--- src/rtl/memoredf_pkg.sv ---
// Shared types and defaults for the non-AXI domain scheduler.
//   mode_t      : scheduling policy selector (TDMA slots or earliest-deadline-first)
//   qidx_t      : queue index for the default queue count
//   DEF_*       : default parameter values used by domain_scheduler
package memoredf_pkg;

    localparam int unsigned DEF_NB_QUEUES     = 4;
    localparam int unsigned DEF_COUNTER_WIDTH = 32;
    localparam int unsigned DEF_MODE_WIDTH    = $clog2(2);
    localparam int unsigned DEF_QIDX_WIDTH    = $clog2(DEF_NB_QUEUES);

    typedef enum logic [0:0] {
        MODE_TDMA = 1'b0,
        MODE_EDF  = 1'b1
    } mode_t;

    typedef logic [DEF_QIDX_WIDTH-1:0] qidx_t;

endpackage

--- src/rtl/edf_min_selector.sv ---
// Combinational argmin over the per-queue EDF countdowns.
//   countdowns : remaining deadline of every queue
//   eligible   : queues allowed to compete (non-empty)
//   min_index  : eligible queue with the smallest countdown, lowest index on ties
//   found      : at least one queue was eligible
module edf_min_selector #(
    parameter int unsigned NB_QUEUES     = 4,
    parameter int unsigned COUNTER_WIDTH = 32,
    parameter int unsigned IDX_WIDTH     = $clog2(NB_QUEUES)
) (
    input  logic [NB_QUEUES-1:0][COUNTER_WIDTH-1:0] countdowns,
    input  logic [NB_QUEUES-1:0]                    eligible,
    output logic [IDX_WIDTH-1:0]                    min_index,
    output logic                                    found
);

    logic [COUNTER_WIDTH-1:0] min_value;

    always_comb begin
        min_index = '0;
        found     = 1'b0;
        min_value = '1;
        for (int unsigned i = 0; i < NB_QUEUES; i++) begin
            // Strict less-than: an equal value at a higher index never displaces the winner.
            if (eligible[i] && (!found || (countdowns[i] < min_value))) begin
                found     = 1'b1;
                min_value = countdowns[i];
                min_index = IDX_WIDTH'(i);
            end
        end
    end

endmodule

--- src/rtl/domain_scheduler.sv ---
// Chooses which per-source packet queue of the non-AXI domain is served next.
//   clock, reset  : rising-edge clock, synchronous active-low reset
//   mode          : 0 = TDMA fixed slots, 1 = EDF earliest remaining deadline
//   periods       : TDMA slot length / EDF release period per queue (cycles)
//   deadlines     : EDF relative deadline per queue (cycles)
//   queue_empty   : per-queue empty flag
//   consumed      : downstream took the packet of the selected queue
//   select        : granted queue index, held until consumed
//   select_valid  : select is meaningful
//   pop           : combinational one-hot dequeue pulse
//   deadline_miss : one-cycle pulse when a non-empty queue's countdown reaches 0
module domain_scheduler
    import memoredf_pkg::*;
#(
    parameter int unsigned NB_QUEUES     = DEF_NB_QUEUES,
    parameter int unsigned COUNTER_WIDTH = DEF_COUNTER_WIDTH,
    parameter int unsigned MODE_WIDTH    = DEF_MODE_WIDTH
) (
    input  logic                                    clock,
    input  logic                                    reset,
    input  logic [MODE_WIDTH-1:0]                   mode,
    input  logic [NB_QUEUES-1:0][COUNTER_WIDTH-1:0] periods,
    input  logic [NB_QUEUES-1:0][COUNTER_WIDTH-1:0] deadlines,
    input  logic [NB_QUEUES-1:0]                    queue_empty,
    input  logic                                    consumed,
    output logic [$clog2(NB_QUEUES)-1:0]            select,
    output logic                                    select_valid,
    output logic [NB_QUEUES-1:0]                    pop,
    output logic [NB_QUEUES-1:0]                    deadline_miss
);

    localparam int unsigned IDX_WIDTH = $clog2(NB_QUEUES);

    typedef logic [COUNTER_WIDTH-1:0] cnt_t;
    typedef logic [IDX_WIDTH-1:0]     idx_t;

    localparam cnt_t ONE = cnt_t'(1);

    // Policy selection and mode-change detection
    logic [MODE_WIDTH-1:0] mode_q;
    logic                  is_edf;
    logic                  mode_changed;

    assign is_edf       = (mode_t'(mode[0]) == MODE_EDF);
    assign mode_changed = (mode != mode_q);

    logic [NB_QUEUES-1:0] period_nz;

    always_comb begin
        period_nz = '0;
        for (int unsigned i = 0; i < NB_QUEUES; i++) begin
            period_nz[i] = (periods[i] != '0);
        end
    end

    // TDMA slot rotation
    idx_t slot_q, slot_d, slot_after, cand_slot;
    cnt_t slot_cnt_q, slot_cnt_d;
    logic tdma_ok;

    // Next slot owner with a non-zero period; stays put if none exists.
    always_comb begin
        slot_after = slot_q;
        cand_slot  = slot_q;
        for (int k = int'(NB_QUEUES) - 1; k >= 1; k--) begin
            cand_slot = idx_t'((int'(slot_q) + k) % int'(NB_QUEUES));
            if (period_nz[cand_slot]) begin
                slot_after = cand_slot;
            end
        end
    end

    always_comb begin
        slot_d     = slot_q;
        slot_cnt_d = slot_cnt_q;
        if (mode_changed || is_edf) begin
            slot_d     = '0;
            slot_cnt_d = '0;
        end else if (!period_nz[slot_q] || (slot_cnt_q == periods[slot_q] - ONE)) begin
            // A zero-period owner is skipped immediately.
            slot_d     = slot_after;
            slot_cnt_d = '0;
        end else begin
            slot_cnt_d = slot_cnt_q + ONE;
        end
    end

    assign tdma_ok = period_nz[slot_q] && !queue_empty[slot_q];

    // EDF release timers and deadline countdowns
    cnt_t [NB_QUEUES-1:0] ptimer_q, ptimer_d, cdown_q, cdown_d;
    cnt_t [NB_QUEUES-1:0] load_ptimer, load_cdown;
    logic [NB_QUEUES-1:0] miss_q, miss_d;

    // Queues without releases are best effort: parked at the largest countdown.
    always_comb begin
        load_ptimer = periods;
        load_cdown  = deadlines;
        for (int unsigned i = 0; i < NB_QUEUES; i++) begin
            if (!period_nz[i]) begin
                load_cdown[i] = '1;
            end
        end
    end

    always_comb begin
        ptimer_d = ptimer_q;
        cdown_d  = cdown_q;
        miss_d   = '0;
        if (mode_changed) begin
            ptimer_d = load_ptimer;
            cdown_d  = load_cdown;
        end else if (is_edf) begin
            for (int unsigned i = 0; i < NB_QUEUES; i++) begin
                if (!period_nz[i]) begin
                    ptimer_d[i] = '0;
                    cdown_d[i]  = '1;
                end else if (ptimer_q[i] <= ONE) begin
                    // Also catches a timer left at 0 when the period was just raised.
                    ptimer_d[i] = periods[i];
                    cdown_d[i]  = deadlines[i];
                end else begin
                    ptimer_d[i] = ptimer_q[i] - ONE;
                    if (cdown_q[i] != '0) begin
                        cdown_d[i] = cdown_q[i] - ONE;
                    end
                    miss_d[i] = (cdown_q[i] == ONE) && !queue_empty[i];
                end
            end
        end
    end

    logic edf_found;
    idx_t edf_idx;

    edf_min_selector #(
        .NB_QUEUES     (NB_QUEUES),
        .COUNTER_WIDTH (COUNTER_WIDTH),
        .IDX_WIDTH     (IDX_WIDTH)
    ) u_edf_min_selector (
        .countdowns (cdown_q),
        .eligible   (~queue_empty),
        .min_index  (edf_idx),
        .found      (edf_found)
    );

    // Grant register: frozen while a grant is outstanding and not consumed
    idx_t select_q, select_d;
    logic valid_q, valid_d;

    always_comb begin
        select_d = select_q;
        valid_d  = valid_q;
        if (!valid_q || consumed) begin
            if (is_edf) begin
                valid_d = edf_found;
                if (edf_found) begin
                    select_d = edf_idx;
                end
            end else begin
                valid_d = tdma_ok;
                if (tdma_ok) begin
                    select_d = slot_q;
                end
            end
        end
    end

    always_comb begin
        pop = '0;
        for (int unsigned i = 0; i < NB_QUEUES; i++) begin
            pop[i] = consumed && valid_q && (select_q == idx_t'(i));
        end
    end

    always_ff @(posedge clock) begin
        if (!reset) begin
            mode_q     <= mode;
            slot_q     <= '0;
            slot_cnt_q <= '0;
            ptimer_q   <= load_ptimer;
            cdown_q    <= load_cdown;
            miss_q     <= '0;
            select_q   <= '0;
            valid_q    <= 1'b0;
        end else begin
            mode_q     <= mode;
            slot_q     <= slot_d;
            slot_cnt_q <= slot_cnt_d;
            ptimer_q   <= ptimer_d;
            cdown_q    <= cdown_d;
            miss_q     <= miss_d;
            select_q   <= select_d;
            valid_q    <= valid_d;
        end
    end

    assign select        = select_q;
    assign select_valid  = valid_q;
    assign deadline_miss = miss_q;

endmodule

--- config.mk ---
export PLATFORM = sky130hd
export DESIGN_NAME = domain_scheduler
export DESIGN_NICKNAME = d
export VERILOG_FILES = /design/src/rtl/memoredf_pkg.sv /design/src/rtl/edf_min_selector.sv /design/src/rtl/domain_scheduler.sv
export SDC_FILE = /design/constraint.sdc
export NUM_CORES = 1
export LEC_CHECK = 0
export BUFFER_PORTS_ARGS = -buffer_cell sky130_fd_sc_hd__buf_2
export CAP_MARGIN = 20
export CORE_MARGIN = 8
export CORE_UTILIZATION = 23
export DETAILED_ROUTE_END_ITERATION = 10
export PLACE_DENSITY_LB_ADDON = 0.05
export SYNTH_ARGS = -nofsm -noshare
export SYNTH_HDL_FRONTEND = slang
export SYNTH_SLANG_ARGS = --single-unit
--- constraint.sdc ---
create_clock -name clock -period 9.12 [get_ports clock]
set_input_delay 1.824 -clock clock [delete_from_list [all_inputs] [get_ports clock]]
set_output_delay 1.824 -clock clock [all_outputs]
set_load 0.005 [all_outputs]
==> metrics <==
status complete, no violations; layout cells sized above 1 18.3%; RSZ-0062 raised after global routing no; IO Pins 275; Tightest Pin Transition about 1.1 ns; Synth Area in Adders 5.93%; post-synth top area cell edfxtp_1; Max Buffers Root-to-Sink 3; Core ar. around 100,000 sq um; full die area around 110,000 sq um; met2 routed WL between 50,000 and 60,000 um; clock sink total roughly 300; htree depth 2; DPL Wire Length between 80,000 and 90,000 um; wire length on met3 4210 um; Synth top area share approximately 33%; Syn. warnings 0; Post-synth EDFFs between 200 and 300; class of the worst hold path reg2reg; vias in the first global route between 20,000 and 25,000; Tot Pwr 4630 uW; dpl cell area ~26,000 sq um; Slew Limit Headroom 28.5%; max cap viols 0; worst hold start slot_cnt_q[0]; Layout Skew between 0.02 and 0.025 ns; top sig layer met4; Cell Rows 116; Crit path largest cell delay between 0.5 and 0.6 ns; total global-route track usage between 15 and 20%; worst hold stages 1; Leakage a little under 0.01 uW; post-synthesis mux area share approximately 5.2%; Multi-input gate area approximately 14,000 sq um; hold buffer count at CTS 0; syn avg cell area just over 9 sq um; initial antenna violation count 1; post-CTS setup buffers 0; critical path class in2reg; post-synthesis compound-gate area fraction between 10% and 20%; GRT Residual Overflow 0; crit path DAT 9.10 ns; Yosys reg bits ~300; gpl congestion roughly 0.85; CTS tree built; clk_lat worst skew 0.61 ns; reg2reg end select[1]; antenna-violating nets left 0; Tmin final ~8.6 ns; first-pass GRT wire length ~150,000 um; placed insts ~4,000; simple-gate share of the synthesized area 23.1%; Hold EP slot_cnt_q[0]; final setup fails 0; cell count after synthesis between 2,000 and 3,000; Synth cell types 90; Final Hold Slack 0.515 ns; largest net degree at the start of global routing 67; count of input and output buffers between 200 and 300; asr flop ratio synth 0%; Synth Cell Area ~23,000 sq um; PwrDens around 170 nW/um^2; Synth area leaders edfxtp_1, xnor2_1, ha_1; Area Growth Syn to Fin 18.6%; final cell count without fillers between 4,000 and 5,000; die span in x between 300 and 400 um; total number of vias 21,000; sequential fraction of the synthesis area a little under two fifths; CP Max Fanout 37; Worst EP required 9.60 ns; Worst path slowest cell or4_1; DRT Pass-1 Iters 5; Setup WS post-layout between 0.5 and 0.6 ns; Root Driver clkbuf_16; Final Cell Area roughly 28,000 sq um; final wirelength roughly 100,000 um; Via density 5.08; dpl ws -0.133 ns; Initial Util between 20% and 30%; Synth Flop Type edfxtp_1; largest family of logic cells by synthesized area simple AND/OR/NAND/NOR gates; Final nets 3,169; CTS clk-pin slew, worst paths 0.06 ns; internal reg-to-reg setup slack about 1.7 ns; syn_nets about 2,900; Routed WL per cell 24.9 um; Max Clk Rate 116 MHz; Worst R2R Path Depth 27; Sequential Area between 8000 and 9000 sq um; maximum vdd drop 0.0997 mV; fin. max-slew vios 0; Iteration-0 DRC Markers around 1,300; CP Launch Type primary input; CTS Buf Count 44; worst r2r src cdown_q[23]; filler cell count 10,700; wire length on met1 between 40,000 and 50,000 um; Fin. Hold Viols 0; DRC 0; CP Capture Type flip-flop; die height ~330 um; fin crit share a little over nine tenths; Synth Area in XOR/XNOR approximately a tenth
-- per-stage QoR --
| stage | setup TNS (ns) | util (%) |
|---|---|---|
| finish | 0 | 27.5 |
| global route | 0 | 27.5 |
| CTS | 0 | 27.5 |
| detailed placement | -0.251 | 26.1 |
| global placement | -0.0225 | 26.0 |
| floorplan | 0 | - |
-- what timing repair did --
action	4_1_cts	5_1_grt
resized for setup	0	1
endpoints found under the setup margin	0	2
endpoints found under the hold margin	0	0
-- worst max-delay path, delay by kind of cell --
kind	cells	cell delay, ns
fa+ha+maj	3	0.98
compound gates	11	2.65
mux	1	0.36
buf+inv	7	1.45
simple gates	7	1.78
-- power breakdown --
group	internal, uW	total [uW]	switching (uW)	leakage, uW
clock network	1000	1700	700	0.000675
logic	433	1030	594	0.00615
registers	1680	1900	222	0.00302
total	3110	4630	1520	0.00985
-- area by class of cell --
| cell class | instances | share of cell area, % |
|---|---|---|
| multi-input cells | 2056 | 50.5 |
| inverters | 72 | 0.991 |
| well taps | 1298 | 5.90 |
| diodes | 2 | 0.0182 |
| repair buffers | 323 | 6.56 |
| clock buffers | 71 | 4.74 |
| clock inverters | 10 | 0.300 |
| flip-flops and latches | 298 | 31.0 |
-- Yosys cell counts, types with 23 or more instances --
master,count
inv_1,71
nor2_1,266
nand2_1,319
ha_1,110
clkbuf_1,97
a21oi_1,63
o211ai_1,117
o21ai_0,127
nor3_1,101
xor2_1,90
nand4_1,43
mux2_2,31
dfxtp_1,42
a211oi_1,56
nand3_1,56
o31ai_1,43
and3_1,27
or4_1,27
a21o_1,23
edfxtp_1,256
mux4_2,27
nor4_1,92
xnor2_1,190
-- flip-flops by register name, summed over array words and instances, names as in the netlist --
register       cells
select             2
mode_q             1
cdown_q          128
slot_cnt_q        32
deadline_miss      4
slot_q             2
ptimer_q         128
select_valid       1
-- logic make-up after synthesis --
kind of cell               count (synthesis)
DFF                                      298
adders and majority gates                110
muxes                                     71
xor gates and xnor gates                 280
and+or+nand+nor                         1087
AOI/OAI and AO/OA                        508
buffers and inverters                    192
-- layer usage --
metal	global-route usage, %	vias to the layer above
met5	0	-
met4	5.24	0
met3	2.42	125
met2	32.7	524
met1	21.4	10300
li1	-	10000
-- placed cells by master, fill, tap and decap left out, types with 12 or more instances in the layout --
master,n
ha_1,110
o31ai_1,43
buf_2,274
mux2_2,31
clkbuf_16,45
nor4_1,92
or2_2,20
dfxtp_1,40
nand3_1,56
o21ai_0,127
buf_4,43
nor3_1,101
xor2_1,90
mux4_2,27
nand4_1,43
a211oi_1,56
nand3b_1,12
or3_1,17
inv_1,70
nor2_2,23
a21o_1,23
o311ai_0,13
nor2_1,263
a21oi_1,61
and3_1,27
or4_1,27
nand2b_1,15
xnor2_1,190
clkbuf_1,18
nand2_1,315
o211ai_1,117
edfxtp_1,256
-- worst max path at each step --
stage	startpoint	to	slack, ns
3_5_place_dp	queue_empty[0]	select[1]	-0.13
3_3_place_gp	queue_empty[0]	select[1]	-0.02
6_report	queue_empty[0]	select[1]	0.51
4_1_cts	queue_empty[0]	select[1]	0.49
2_1_floorplan	queue_empty[0]	select[0]	0.70
5_1_grt	queue_empty[0]	select[0]	0.08
(Power assumes the default switching activity.)
